$ cat src/rtl/cgra_cfg_pkg.sv
// CGRA config controller: register map, bit indices, FSM states.
package cgra_cfg_pkg;

   localparam logic [7:0] OFF_CTRL     = 8'h00;
   localparam logic [7:0] OFF_STATUS   = 8'h04;
   localparam logic [7:0] OFF_CFG_ADDR = 8'h08;
   localparam logic [7:0] OFF_CFG_DATA = 8'h0C;
   localparam logic [7:0] OFF_RUN_CYC  = 8'h10;

   localparam int CTRL_START    = 0;
   localparam int CTRL_SOFT_RST = 1;
   localparam int CTRL_IRQ_EN   = 2;

   localparam int ST_BUSY  = 0;
   localparam int ST_DONE  = 1;
   localparam int ST_FULL  = 2;
   localparam int ST_EMPTY = 3;
   localparam int ST_OVF   = 4;

   typedef enum logic [1:0] {
      S_IDLE,
      S_CONFIG,
      S_RUN,
      S_DONE
   } state_e;

endpackage

$ cat src/rtl/cgra_cfg_if.sv
// Wishbone slave port bundle for the CGRA config controller.
interface cgra_cfg_if;

   logic        wbs_stb_i;
   logic        wbs_cyc_i;
   logic        wbs_we_i;
   logic [3:0]  wbs_sel_i;
   logic [31:0] wbs_dat_i;
   logic [31:0] wbs_adr_i;
   logic        wbs_ack_o;
   logic [31:0] wbs_dat_o;

   modport master (
      output wbs_stb_i, wbs_cyc_i, wbs_we_i,
      output wbs_sel_i, wbs_dat_i, wbs_adr_i,
      input  wbs_ack_o, wbs_dat_o
   );

   modport slave (
      input  wbs_stb_i, wbs_cyc_i, wbs_we_i,
      input  wbs_sel_i, wbs_dat_i, wbs_adr_i,
      output wbs_ack_o, wbs_dat_o
   );

endinterface

$ cat src/rtl/cgra_cfg_fifo.sv
// Synchronous FIFO holding {cfg address, cfg data} beats.
module cgra_cfg_fifo #(
   parameter int W     = 48,
   parameter int DEPTH = 8,
   localparam int AW   = $clog2(DEPTH)
) (
   input  logic         clk,
   input  logic         rst_n,
   input  logic         flush,
   input  logic         push,
   input  logic         pop,
   input  logic [W-1:0] wdata,
   output logic [W-1:0] rdata,
   output logic         full,
   output logic         empty,
   output logic [AW:0]  level
);

   logic [W-1:0]  mem [DEPTH];
   logic [AW-1:0] wp, rp;
   logic [AW:0]   cnt;
   logic          do_push, do_pop;

   assign full    = cnt == (AW+1)'(DEPTH);
   assign empty   = cnt == '0;
   assign level   = cnt;
   assign rdata   = mem[rp];
   assign do_push = push & ~full;
   assign do_pop  = pop & ~empty;

   always_ff @(posedge clk or negedge rst_n) begin
      if (!rst_n) begin
         wp  <= '0;
         rp  <= '0;
         cnt <= '0;
         for (int i = 0; i < DEPTH; i++) mem[i] <= '0;
      end else if (flush) begin
         wp  <= '0;
         rp  <= '0;
         cnt <= '0;
      end else begin
         if (do_push) begin
            mem[wp] <= wdata;
            wp      <= wp + 1'b1;
         end
         if (do_pop) rp <= rp + 1'b1;
         cnt <= cnt + (AW+1)'(do_push) - (AW+1)'(do_pop);
      end
   end

endmodule

$ cat src/rtl/cgra_cfg_ctrl.sv
// Wishbone-driven loader: streams FIFO'd config beats into the CGRA,
// runs it for a programmed cycle count, then flags done / IRQ.
module cgra_cfg_ctrl
   import cgra_cfg_pkg::*;
#(
   parameter logic [31:0] WISHBONE_BASE_ADDR = 32'h3000_0000,
   parameter int          FIFO_DEPTH         = 8,
   parameter int          CFG_AW             = 16
) (
   input  logic              wb_clk_i,
   input  logic              wb_rst_ni,
   cgra_cfg_if.slave         wb,
   output logic [CFG_AW-1:0] cfg_addr_o,
   output logic [31:0]       cfg_data_o,
   output logic              cfg_valid_o,
   input  logic              cfg_ready_i,
   output logic              cgra_run_o,
   output logic              irq_o
);

   localparam int LW = $clog2(FIFO_DEPTH) + 1;
   localparam int FW = CFG_AW + 32;

   state_e            state, nstate;
   logic [31:0]       cnt, ncnt;
   logic              ack_q;
   logic [31:0]       dat_q, rdata, status;
   logic              irq_en, done, ovf;
   logic [CFG_AW-1:0] cfg_addr_q;
   logic [31:0]       run_cycles;
   logic              hit, acc, wr;
   logic [7:0]        off;
   logic              sel_ctrl, sel_stat, sel_addr, sel_data, sel_run;
   logic              start, soft_rst, push_req, push, pop;
   logic              full, empty;
   logic [LW-1:0]     level;
   logic [FW-1:0]     head;
   logic              unused_sel;

   assign unused_sel = ^wb.wbs_sel_i;

   assign hit = wb.wbs_stb_i & wb.wbs_cyc_i
              & (wb.wbs_adr_i[31:8] == WISHBONE_BASE_ADDR[31:8]);
   assign acc = hit & ~ack_q;
   assign wr  = acc & wb.wbs_we_i;
   assign off = wb.wbs_adr_i[7:0];

   assign sel_ctrl = off == OFF_CTRL;
   assign sel_stat = off == OFF_STATUS;
   assign sel_addr = off == OFF_CFG_ADDR;
   assign sel_data = off == OFF_CFG_DATA;
   assign sel_run  = off == OFF_RUN_CYC;

   // soft reset takes priority over a start carried in the same write
   assign soft_rst = wr & sel_ctrl & wb.wbs_dat_i[CTRL_SOFT_RST];
   assign start    = wr & sel_ctrl & wb.wbs_dat_i[CTRL_START] & ~soft_rst;
   assign push_req = wr & sel_data;
   assign push     = push_req & ~full;

   assign cfg_valid_o = (state == S_CONFIG) & ~empty;
   assign pop         = cfg_valid_o & cfg_ready_i;
   assign cfg_addr_o  = cfg_valid_o ? head[FW-1:32] : '0;
   assign cfg_data_o  = cfg_valid_o ? head[31:0] : '0;
   assign cgra_run_o  = state == S_RUN;
   assign irq_o       = done & irq_en;

   cgra_cfg_fifo #(.W(FW), .DEPTH(FIFO_DEPTH)) u_fifo (
      .clk   (wb_clk_i),
      .rst_n (wb_rst_ni),
      .flush (soft_rst),
      .push  (push),
      .pop   (pop),
      .wdata ({cfg_addr_q, wb.wbs_dat_i}),
      .rdata (head),
      .full  (full),
      .empty (empty),
      .level (level)
   );

   always_comb begin
      status           = '0;
      status[ST_BUSY]  = state != S_IDLE;
      status[ST_DONE]  = done;
      status[ST_FULL]  = full;
      status[ST_EMPTY] = empty;
      status[ST_OVF]   = ovf;
      status[15:8]     = 8'(level);
   end

   always_comb begin
      rdata = '0;
      unique case (1'b1)
         sel_ctrl: rdata[CTRL_IRQ_EN] = irq_en;
         sel_stat: rdata = status;
         sel_addr: rdata = 32'(cfg_addr_q);
         sel_run:  rdata = run_cycles;
         default:  rdata = '0;
      endcase
   end

   always_ff @(posedge wb_clk_i or negedge wb_rst_ni) begin
      if (!wb_rst_ni) begin
         ack_q <= 1'b0;
         dat_q <= '0;
      end else begin
         ack_q <= acc;
         dat_q <= acc ? rdata : '0;
      end
   end

   assign wb.wbs_ack_o = ack_q;
   assign wb.wbs_dat_o = dat_q;

   always_ff @(posedge wb_clk_i or negedge wb_rst_ni) begin
      if (!wb_rst_ni) begin
         irq_en     <= 1'b0;
         cfg_addr_q <= '0;
         run_cycles <= '0;
         done       <= 1'b0;
         ovf        <= 1'b0;
      end else begin
         if (wr & sel_ctrl) irq_en <= wb.wbs_dat_i[CTRL_IRQ_EN];
         if (wr & sel_addr) cfg_addr_q <= wb.wbs_dat_i[CFG_AW-1:0];
         else if (push)     cfg_addr_q <= cfg_addr_q + 1'b1;
         if (wr & sel_run)  run_cycles <= wb.wbs_dat_i;
         if (wr & sel_stat & wb.wbs_dat_i[ST_DONE]) done <= 1'b0;
         if (state == S_DONE) done <= 1'b1;
         if (wr & sel_stat & wb.wbs_dat_i[ST_OVF]) ovf <= 1'b0;
         if (push_req & full) ovf <= 1'b1;
      end
   end

   always_ff @(posedge wb_clk_i or negedge wb_rst_ni) begin
      if (!wb_rst_ni) begin
         state <= S_IDLE;
         cnt   <= '0;
      end else begin
         state <= nstate;
         cnt   <= ncnt;
      end
   end

   always_comb begin
      nstate = state;
      ncnt   = cnt;
      unique case (state)
         S_IDLE: if (start) nstate = S_CONFIG;
         // a push landing on an empty FIFO keeps us here so it gets drained
         S_CONFIG: if (empty & ~push) begin
            if (run_cycles == '0) nstate = S_DONE;
            else begin
               nstate = S_RUN;
               ncnt   = run_cycles;
            end
         end
         S_RUN: begin
            ncnt = cnt - 1'b1;
            if (cnt <= 32'd1) nstate = S_DONE;
         end
         S_DONE:  nstate = S_IDLE;
         default: nstate = S_IDLE;
      endcase
      if (soft_rst) nstate = S_IDLE;
   end

endmodule

$ cat src/flat_wrapper.sv
// flat-port wrapper written by rule: the top's interface ports become plain ports
module cgra_cfg_ctrl_flat import cgra_cfg_pkg::*;
#(
   parameter logic [31:0] WISHBONE_BASE_ADDR = 32'h3000_0000,
   parameter int          FIFO_DEPTH         = 8,
   parameter int          CFG_AW             = 16
)
  (wb_clk_i, wb_rst_ni, cfg_addr_o, cfg_data_o, cfg_valid_o, cfg_ready_i, cgra_run_o, irq_o, wb_wbs_stb_i, wb_wbs_cyc_i, wb_wbs_we_i, wb_wbs_sel_i, wb_wbs_dat_i, wb_wbs_adr_i, wb_wbs_ack_o, wb_wbs_dat_o);
  cgra_cfg_if wb_i ();
  input  logic wb_clk_i;
  input  logic wb_rst_ni;
  output logic [CFG_AW-1:0] cfg_addr_o;
  output logic [31:0] cfg_data_o;
  output logic cfg_valid_o;
  input  logic cfg_ready_i;
  output logic cgra_run_o;
  output logic irq_o;
  input wire logic [$bits(wb_i.wbs_stb_i)-1:0] wb_wbs_stb_i;
  input wire logic [$bits(wb_i.wbs_cyc_i)-1:0] wb_wbs_cyc_i;
  input wire logic [$bits(wb_i.wbs_we_i)-1:0] wb_wbs_we_i;
  input wire logic [$bits(wb_i.wbs_sel_i)-1:0] wb_wbs_sel_i;
  input wire logic [$bits(wb_i.wbs_dat_i)-1:0] wb_wbs_dat_i;
  input wire logic [$bits(wb_i.wbs_adr_i)-1:0] wb_wbs_adr_i;
  output wire logic [$bits(wb_i.wbs_ack_o)-1:0] wb_wbs_ack_o;
  output wire logic [$bits(wb_i.wbs_dat_o)-1:0] wb_wbs_dat_o;
  assign wb_i.wbs_stb_i = wb_wbs_stb_i;
  assign wb_i.wbs_cyc_i = wb_wbs_cyc_i;
  assign wb_i.wbs_we_i = wb_wbs_we_i;
  assign wb_i.wbs_sel_i = wb_wbs_sel_i;
  assign wb_i.wbs_dat_i = wb_wbs_dat_i;
  assign wb_i.wbs_adr_i = wb_wbs_adr_i;
  assign wb_wbs_ack_o = wb_i.wbs_ack_o;
  assign wb_wbs_dat_o = wb_i.wbs_dat_o;
  cgra_cfg_ctrl #(.WISHBONE_BASE_ADDR(WISHBONE_BASE_ADDR), .FIFO_DEPTH(FIFO_DEPTH), .CFG_AW(CFG_AW)) u_core (.wb_clk_i(wb_clk_i), .wb_rst_ni(wb_rst_ni), .wb(wb_i), .cfg_addr_o(cfg_addr_o), .cfg_data_o(cfg_data_o), .cfg_valid_o(cfg_valid_o), .cfg_ready_i(cfg_ready_i), .cgra_run_o(cgra_run_o), .irq_o(irq_o));
endmodule
$ cat config.mk
export PLATFORM = sky130hd
export DESIGN_NAME = cgra_cfg_ctrl_flat
export DESIGN_NICKNAME = d
export VERILOG_FILES = /design/src/rtl/cgra_cfg_pkg.sv /design/src/rtl/cgra_cfg_if.sv /design/src/rtl/cgra_cfg_fifo.sv /design/src/rtl/cgra_cfg_ctrl.sv /design/src/flat_wrapper.sv
export SDC_FILE = /design/constraint.sdc
export NUM_CORES = 1
export LEC_CHECK = 0
export CORE_ASPECT_RATIO = 1.25
export CORE_MARGIN = 4
export CORE_UTILIZATION = 54
export CTS_CLUSTER_DIAMETER = 50
export DETAILED_ROUTE_END_ITERATION = 6
export PLACE_DENSITY_LB_ADDON = 0.08
export SKIP_CTS_REPAIR_TIMING = 1
export SLEW_MARGIN = 0
export SYNTH_ARGS = -nofsm -noshare
export SYNTH_HDL_FRONTEND = slang
export SYNTH_SLANG_ARGS = --single-unit
$ cat constraint.sdc
create_clock -name wb_clk_i -period 2.7 [get_ports wb_clk_i]
set_input_delay 0.27 -clock wb_clk_i [delete_from_list [all_inputs] [get_ports wb_clk_i]]
set_output_delay 0.27 -clock wb_clk_i [all_outputs]
set_load 0.01 [all_outputs]
==> results.toml <==
[run_status]
status = "finished, violations left"
violations = "setup timing"

[timing]
fin_tns_setup_ns = -0.336
timing.final.crit_share_pct = 104
rsz0062_at_grt = "true"
max-slew-margin-rel_pct = 44.4
max_freq_mhz = 356
worstMarginPinSlew_ns = 0.827
final_hold_viol_count = 0
drv_slew = 0
finClkSkew_ns = 0.0193
worst_slack_ns = -0.105
finalCriticalPeriod_ns = 2.81
setup_viol = 8

[placed_design]
io_buffers = 153
hpwlAfterDp_mm = 42.6
place_ws_ns = -0.370
gp_congestion = 0.930

[route]
dr.pass1.iters = 5
vias_per_cell = 6.10
vias = 17092
drt.antenna.violating_nets = 0
wl_per_cell_um = 23.7
drc = 0
first_iter_violations = 1202
routed_wl_mm = 66.4

[floorplan]
num_rows = 86
core_area_mm2 = 0.0441
start_util_pct = 54.6
ios = 158
die_h_um = 244
die_w_um = 197
die-area_mm2 = 0.0480

[synthesis]
synthTopCellsByArea = "dfrtp_1 53%, mux2_2 12%, mux4_2 9.0%, nand2_1 5.3%, mux2_1 2.2%"
synthCells = 1990
netlist.area_leader.share_pct = 53.2
synthArstFlopShare_pct = 100
synth_edf_count = 0
netlist.top_cell.by_area = "dfrtp_1"
ys.flop_type = "dfrtp_1"
yosys_warnings = 0
syn-num-nets = 2080
synth.avg_cell_area_um2 = 12.1
syn_area_mm2 = 0.0241
yosysSeqAreaShare_pct = 53.2
ys_ff_latch = 512
ys_types = 64

[setup_path]
r2r_cells = 9
startpoint_type = "flip-flop"
cp_max_fo = 6
r2r_setup_slack_ns = 0.06
reg2reg_to = "u_core.cnt[7]"
cp.arrival_ns = 2.54
worst_r2r_startpoint = "u_core.u_fifo.level[2]"
endpoint_kind = "primary output"
worst_ep_required_time_ns = 2.43
worst-setup-path-type = "flip-flop to primary output"

[global_routing]
grt_pass1_vias = 17804
grt_max_degree = 92
grt_pass1_wl_mm = 103
grtUsageTotal_pct = 27.0
grt_antenna_before_repair = 2
overflow = 0

[clocking]
insertion_delay_ns = 0.58
clk_path_buf_depth = 3
clkTransAtPathRegs_ns = 0.06
cts_max_level = 2
clock-root-buffer = "clkbuf_16"
cts_tree = "done"
clock_sinks = 512
numCtsBuffers = 52

[final_layout]
drive_gt1_share_pct = 30.7
areaGrowthSynthToFinish_pct = 22.1
layout_commonest_cell = "dfrtp_1"
final_net_count = 2282
diodes = 0
mostFrequentLayoutCells = "509 x dfrtp_1, 340 x nand2_1, 263 x mux2_2"
final_util_pct = 66.6

[worst_hold_path]
hp-class = "primary input to asynchronous set/reset pin"

[pwr]
finalPower_uw = 17300
p_per_area_mw_per_mm2 = 588
p_leak_uw = 0.0141
ir_drop_mv = 0.502

[run]
maxCapViolCount = 0
[worst max path at each step]
stage	slack (ns)	startpoint	end	depth (start not counted)
final	-0.11	u_core.u_fifo.rp[0]	cfg_data_o[11]	8
after global routing	-0.16	u_core.u_fifo.rp[0]	cfg_data_o[11]	8
after global placement	-0.33	wb_wbs_adr_i[9]	u_core.u_fifo.level[1]	12
after detailed placement	-0.37	wb_wbs_adr_i[9]	u_core.u_fifo.level[1]	12
after CTS	-0.39	u_core.u_fifo.rp[0]	cfg_data_o[13]	6
after floorplan	-0.14	u_core.wb.wbs_ack_o	u_core.u_fifo.level[1]	11
[sequential cells by signal, indices dropped and copies added (netlist names)]
| register | flops |
|---|---|
| u_core.u_fifo.wp | 3 |
| u_core.ovf | 1 |
| u_core.cfg_addr_q | 16 |
| u_core.u_fifo.mem | 384 |
| u_core.irq_en | 1 |
| u_core.u_fifo.level | 4 |
| u_core.wb.wbs_ack_o | 1 |
| u_core.state | 2 |
| u_core.done | 1 |
| u_core.wb.wbs_dat_o | 32 |
| u_core.run_cycles | 32 |
| u_core.cnt | 32 |
| u_core.u_fifo.rp | 3 |
[synth_stat cells, drive strengths merged (18+ instances only)]
library cell / count
dfrtp: 512
a21oi: 18
buf: 59
o21ai: 37
nor4: 38
mux2: 309
inv: 25
mux4: 96
o22ai: 25
nor2: 101
clkbuf: 108
nand4: 19
nor3: 37
nand2: 341
nand3: 26
mux2i: 48
[per-layer routing]
metal	vias to the layer above	wire length [µm]	part of all wire, %	GRT usage [%]
met1	8975	28800	43	37.8
met2	498	32700	49	45.1
met5	-	0	0	0
li1	7517	-	-	-
met4	0	1580	2.4	7.08
met3	102	3320	5.0	3.33
[layout make-up]
type / instances / area (µm²)
Timing Repair Buffer: 315 / 3340
Sequential cell: 512 / 12800
Inverter: 26 / 101
Clock buffer: 74 / 1540
Multi-Input combinational cell: 1285 / 10700
Clock inverter: 16 / 175
Fill cell: 3274 / 14700
Tap cell: 572 / 716
[critical path: stages, from the launching register on]
cell and delay, ns:
dfrtp_4 0.54, buf_12 0.16, buf_12 0.13, buf_6 0.11
buf_8 0.13, mux4_2 0.42, mux2i_1 0.21, nor2_1 0.09
clkbuf_2 0.15
[kinds of logic after synthesis]
group,count (synthesis),synth area share [%]
xor+xnor,8,0.291
compound gates,157,4.43
simple gates,650,12.5
flops,512,53.2
buf+inv,193,3.22
fa+ha+maj,17,0.904
mux,453,25.4
[metrics by stage]
step | instance area [µm²] | instances | hold WS, ns
finish | 29400 | 2800 | 0.245
CTS | 28900 | 2770 | -0.348
global route | 29400 | 2800 | 0.308
global placement | 27200 | 2680 | 0.259
detailed placement | 27200 | 2680 | 0.261
floorplan | 24100 | 1990 | -0.0256
[report_power, final]
group | switching (µW) | total (µW) | internal (µW) | leakage [µW]
clock network | 3010 | 7240 | 4230 | 0.000850
logic | 1040 | 2270 | 1230 | 0.00623
registers | 61.3 | 7770 | 7710 | 0.00705
Power figures use the tool's default switching activity.
